--- src/rtl/dec2bcd_key_enc.sv ---
// Decimal key encoder: synchronizes and debounces ten raw key lines, then presents
// the highest pressed digit as BCD on a0..a3 (a0 = weight 8) through valid/ready,
// with a multi-key flag. Optional auto-repeat is enabled by defining KEYENC_REPEAT_EN.
module dec2bcd_key_enc #(
  parameter int DEBOUNCE_CYCLES = 4,
  parameter int REPEAT_CYCLES   = 64,
  parameter int CNT_W           = 16
) (
  input  logic       clk,
  input  logic       rst,
  input  logic [9:0] d,
  input  logic       ready,
  output logic       valid,
  output logic       a0,
  output logic       a1,
  output logic       a2,
  output logic       a3,
  output logic       multi
);

  // Handshake: a0..a3 and multi are held constant while valid=1 and ready=0;
  // one code is transferred on each rising edge where valid && ready.

  typedef enum logic [1:0] {
    IDLE     = 2'd0,
    SEND     = 2'd1,
    WAIT_REL = 2'd2
  } state_t;

  localparam logic [CNT_W-1:0] DB_LAST = CNT_W'(DEBOUNCE_CYCLES - 1);
  localparam logic [CNT_W-1:0] CNT_MAX = '1;

  if (DEBOUNCE_CYCLES < 1 || REPEAT_CYCLES < 1 || CNT_W < 1) begin : g_param_check
    $error("dec2bcd_key_enc: DEBOUNCE_CYCLES, REPEAT_CYCLES and CNT_W must be >= 1");
  end

  logic [9:0]       s1;
  logic [9:0]       s;
  logic [9:0]       s_prev;
  logic [9:0]       db;
  logic [CNT_W-1:0] db_cnt;
  logic [CNT_W-1:0] db_cnt_nxt;

  logic [3:0]       enc_code;
  logic [3:0]       ones;
  logic             enc_multi;

  state_t           state;
  state_t           state_nxt;
  logic             load;
  logic [3:0]       code_q;
  logic             multi_q;

  always_ff @(posedge clk or posedge rst) begin
    if (rst) begin
      s1     <= '0;
      s      <= '0;
      s_prev <= '0;
    end else begin
      s1     <= d;
      s      <= s1;
      s_prev <= s;
    end
  end

  // The counter value equals the number of extra equal samples seen; db takes s
  // on the edge the count becomes DEBOUNCE_CYCLES-1.
  always_comb begin
    if (s != s_prev)
      db_cnt_nxt = '0;
    else if (db_cnt != CNT_MAX)
      db_cnt_nxt = db_cnt + CNT_W'(1);
    else
      db_cnt_nxt = db_cnt;
  end

  always_ff @(posedge clk or posedge rst) begin
    if (rst) begin
      db_cnt <= '0;
      db     <= '0;
    end else begin
      db_cnt <= db_cnt_nxt;
      if (db_cnt_nxt == DB_LAST)
        db <= s;
    end
  end

  always_comb begin
    enc_code = 4'd0;
    ones     = 4'd0;
    for (int i = 0; i < 10; i++) begin
      if (db[i]) begin
        enc_code = 4'(i);
        ones     = ones + 4'd1;
      end
    end
  end

  assign enc_multi = (ones > 4'd1);

`ifdef KEYENC_REPEAT_EN
  localparam logic [CNT_W-1:0] RPT_LAST = CNT_W'(REPEAT_CYCLES - 1);

  logic [9:0]       db_prev;
  logic [CNT_W-1:0] rpt_cnt;
  logic             rpt_clr;
  logic             rpt_inc;

  always_ff @(posedge clk or posedge rst) begin
    if (rst) begin
      db_prev <= '0;
      rpt_cnt <= '0;
    end else begin
      db_prev <= db;
      if (rpt_clr)
        rpt_cnt <= '0;
      else if (rpt_inc)
        rpt_cnt <= rpt_cnt + CNT_W'(1);
    end
  end
`endif

  always_ff @(posedge clk or posedge rst) begin
    if (rst)
      state <= IDLE;
    else
      state <= state_nxt;
  end

  always_comb begin
    state_nxt = state;
    load      = 1'b0;
`ifdef KEYENC_REPEAT_EN
    rpt_clr   = 1'b0;
    rpt_inc   = 1'b0;
`endif
    case (state)
      IDLE: begin
        if (db != '0) begin
          load      = 1'b1;
          state_nxt = SEND;
        end
      end
      SEND: begin
        if (ready) begin
          state_nxt = WAIT_REL;
`ifdef KEYENC_REPEAT_EN
          rpt_clr   = 1'b1;
`endif
        end
      end
      WAIT_REL: begin
        // Any nonzero db here is the same press (or a lockout chord): no new code.
        if (db == '0) begin
          state_nxt = IDLE;
        end
`ifdef KEYENC_REPEAT_EN
        else if (db != db_prev) begin
          rpt_clr = 1'b1;
        end else if (rpt_cnt == RPT_LAST) begin
          load      = 1'b1;
          rpt_clr   = 1'b1;
          state_nxt = SEND;
        end else begin
          rpt_inc = 1'b1;
        end
`endif
      end
      default: state_nxt = IDLE;
    endcase
  end

  always_ff @(posedge clk or posedge rst) begin
    if (rst) begin
      code_q  <= 4'd0;
      multi_q <= 1'b0;
    end else if (load) begin
      code_q  <= enc_code;
      multi_q <= enc_multi;
    end
  end

  assign valid            = (state == SEND);
  assign {a0, a1, a2, a3} = code_q;
  assign multi            = multi_q;

endmodule

--- config.mk ---
export PLATFORM = sky130hd
export DESIGN_NAME = dec2bcd_key_enc
export DESIGN_NICKNAME = d
export VERILOG_FILES = /design/src/rtl/dec2bcd_key_enc.sv
export SDC_FILE = /design/constraint.sdc
export NUM_CORES = 1
export LEC_CHECK = 0
export ABC_AREA = 1
export CAP_MARGIN = 20
export CORE_MARGIN = 5
export CORE_UTILIZATION = 60
export DETAILED_ROUTE_END_ITERATION = 16
export GPL_TIMING_DRIVEN = 0
export PLACE_DENSITY = 0.8
export SETUP_SLACK_MARGIN = 0.4
export SLEW_MARGIN = 20
export SYNTH_ARGS = -nofsm -noshare
export SYNTH_HDL_FRONTEND = slang
export SYNTH_SLANG_ARGS = --single-unit
export TNS_END_PERCENT = 100
--- constraint.sdc ---
create_clock -name clk -period 5.2 [get_ports clk]
set_input_delay 0.52 -clock clk [delete_from_list [all_inputs] [get_ports clk]]
set_output_delay 0.52 -clock clk [all_outputs]
set_load 0.01 [all_outputs]
==> results.toml <==
[power_and_ir_drop]
leakage_nw = 2.07
powerDensity_mw_per_mm2 = 243
max-vdd-ir-drop_v = 0.000254

[drt]
wl_per_cell_um = 13.0
vias_per_cell = 5.34
dr.first_iter.drc_count = 143
num_vias = 3034
firstDrtPassIters = 4
drc = 0
antenna_left = 0
drt-total-wl_um = 7410

[place]
io_buffers = 18
dp_hpwl_um = 5700
place.gp.congestion = 0.886
post_dp_cell_area_mm2 = 0.00394

[global_routing]
grt_max_degree = 45
grt_pass1_vias = 2983
overflow = 0
antenna_found_initial = 0
grt_pass1_wl_um = 12900
grt.total_usage = 0.215

[logic_synthesis]
ys_types = 39
yosysSeqAreaShare = 0.432
yosysWarnings = 0
syn_nets = 481
netlist_area_mm2 = 0.00365
synth-seq-cells = 63
synth_cells = 456
syn_avg_cell_area_um2 = 8.00

[die]
die_y_um = 88.0
dieArea_mm2 = 0.00774
initial_core_util = 0.616
dieWidth_um = 88.0
core_area_mm2 = 0.00592
num_rows = 28
io_pins = 19

[cells_and_area]
drive_gt1_frac = 0.144
final_net_count = 513
syn2layout_area_growth_pct = 15.1
final_common_cell = "nand2_1"
num_antenna_cells = 0
design_area_mm2 = 0.00420
final_cell_mix = "101 x nand2_1, 63 x dfrtp_1, 58 x inv_1"
nFillCells = 454

[critical_path]
reg2reg_depth = 26
worstPathRequired_ns = 5.44
reg2reg_slack_ns = 0.75
cp-end-kind = "flip-flop"
r2r_end = "multi"
crit_path_end = "multi"
arrival_ns = 4.69
critPathLaunch = "db[0]"
crit_type = "reg2reg"
r2r-start = "db[0]"
startpoint_type = "flip-flop"
path_max_fanout = 4

[timing]
max_freq_mhz = 225
setup_viol = 0
post-route-min-period_ns = 4.45
min_period_over_period = 0.856
drv_slew = 0
tightest_slew_ns = 0.506
tns_ns = 0
rsz0062_at_grt = "false"
final.setup_skew_ns = 0.00779
finalHoldViolCount = 0
max-slew-margin-rel = 0.662

[clock_network]
clk_path_buf_depth = 2
clk-insertion-delay-late_ns = 0.34
cts-root-buf = "clkbuf_8"
cts_made_buffers = 9
htree_num_levels = 3
clk_pin_slew_ns = 0.08
cts_tree = "done"
cts.sinks = 63
cts_hold_buf = 0

[status]
status = "finished, final reports clean"

[min_path]
hp-class = "reg2reg"

[run]
cap_viol_max_count = 0
[registers in the layout, summed over array words and instances, names as in the netlist]
name / cells
db_cnt: 16
db: 10
s1: 10
s: 10
s_prev: 10
code_q: 4
state: 2
multi: 1
[cell type report]
cell class	instances	area, um2	share of cell area
clock inverter	7	104	0.0247
clock buffer	9	124	0.0295
tap	75	93.8	0.0224
sequential	63	1580	0.376
timing repair buffer	21	215	0.0513
multi-input combinational	322	1790	0.427
buffer	4	33.8	0.00805
inverter	67	259	0.0617
[kinds of logic (layout without fill, tap and decap cells)]
kind of cell / after synthesis / count (layout) / share of synthesized area
simple gates: 230 / 230 / 0.298
buf+inv: 71 / 108 / 0.0796
compound gates: 64 / 64 / 0.111
flops: 63 / 63 / 0.432
xor+xnor: 16 / 16 / 0.0384
fa+ha+maj: 12 / 12 / 0.0412
[report_power, final]
| group | internal (mW) | switching, mW | leakage, nW |
|---|---|---|---|
| logic | 0.0141 | 0.0147 | 1.14 |
| registers | 0.501 | 0.00792 | 0.811 |
| clock network | 0.275 | 0.204 | 0.114 |
[what timing repair did]
action	4_1_cts	5_1_grt
endpoints found under the setup margin	0	1
resized for setup	0	6
buffers inserted	0	2
[worst max-delay path: stages (launching register included)]
cell and delay, ns:
dfrtp_1 0.40, inv_1 0.11, ha_1 0.34, inv_1 0.06
nand2_1 0.08, nand2_2 0.11, inv_1 0.05, ha_1 0.28
or2_2 0.30, nand3_1 0.12, a22o_1 0.17, ha_1 0.24
or2_2 0.29, nand2_1 0.06, nor2_1 0.05, o21ai_1 0.19
ha_1 0.26, or2_2 0.31, nand3_1 0.09, nand2_1 0.09
ha_1 0.30, a21oi_1 0.12, nand2_1 0.07, nor2_1 0.10
nand3_1 0.08, nand2_1 0.06, inv_1 0.04
[worst min path at each step]
stage | from | endpoint | cells past startpoint
global placement | s1[8] | s[8] | 0
global route | s1[1] | s[1] | 0
finish | s1[6] | s[6] | 0
detailed placement | s1[6] | s[6] | 0
floorplan | s1[0] | s[0] | 0
CTS | s1[1] | s[1] | 0
[Yosys cell counts, drive strengths merged]
| cell type | n | area, um2 |
|---|---|---|
| nand2 | 116 | 480 |
| dfrtp | 63 | 1580 |
| inv | 63 | 236 |
| nand3 | 48 | 245 |
| nor2 | 37 | 175 |
| o21ai | 32 | 198 |
| a21oi | 15 | 75.1 |
| nor3 | 14 | 90.1 |
| ha | 12 | 150 |
| xor2 | 10 | 87.6 |
| or2 | 9 | 56.3 |
| xnor2 | 6 | 52.6 |
| a211oi | 5 | 37.5 |
| clkinv | 4 | 20.0 |
| nand4 | 4 | 25.0 |
| o31ai | 3 | 22.5 |
| a221oi | 2 | 17.5 |
| a31oi | 2 | 12.5 |
| buf | 2 | 26.3 |
| clkbuf | 2 | 7.51 |
| o21a | 2 | 15.0 |
| a22o | 1 | 8.76 |
| a41oi | 1 | 8.76 |
| nor3b | 1 | 7.51 |
| o211ai | 1 | 7.51 |
| or3 | 1 | 6.26 |
[through the flow]
stage	worst slack (ns)	std cells	hold slack [ns]	util	power [mW]
floorplan	1.02	456	0.331	-	0.531
global placement	0.744	549	0.332	0.662	0.544
detailed placement	0.572	550	0.335	0.666	0.549
CTS	0.522	566	0.353	0.704	1.03
global route	0.405	568	0.362	0.709	1.06
finish	0.751	568	0.351	0.709	1.02
[per-layer routing]
metal | vias to the layer above | share of wire | GRT usage
met4 | 0 | 0.014 | 0.0711
met3 | 11 | 0.036 | 0.0405
li1 | 1551 | - | -
met5 | - | 0 | 0
met1 | 1415 | 0.43 | 0.255
met2 | 57 | 0.52 | 0.389
No activity file was read; power rests on OpenSTA's default activity.
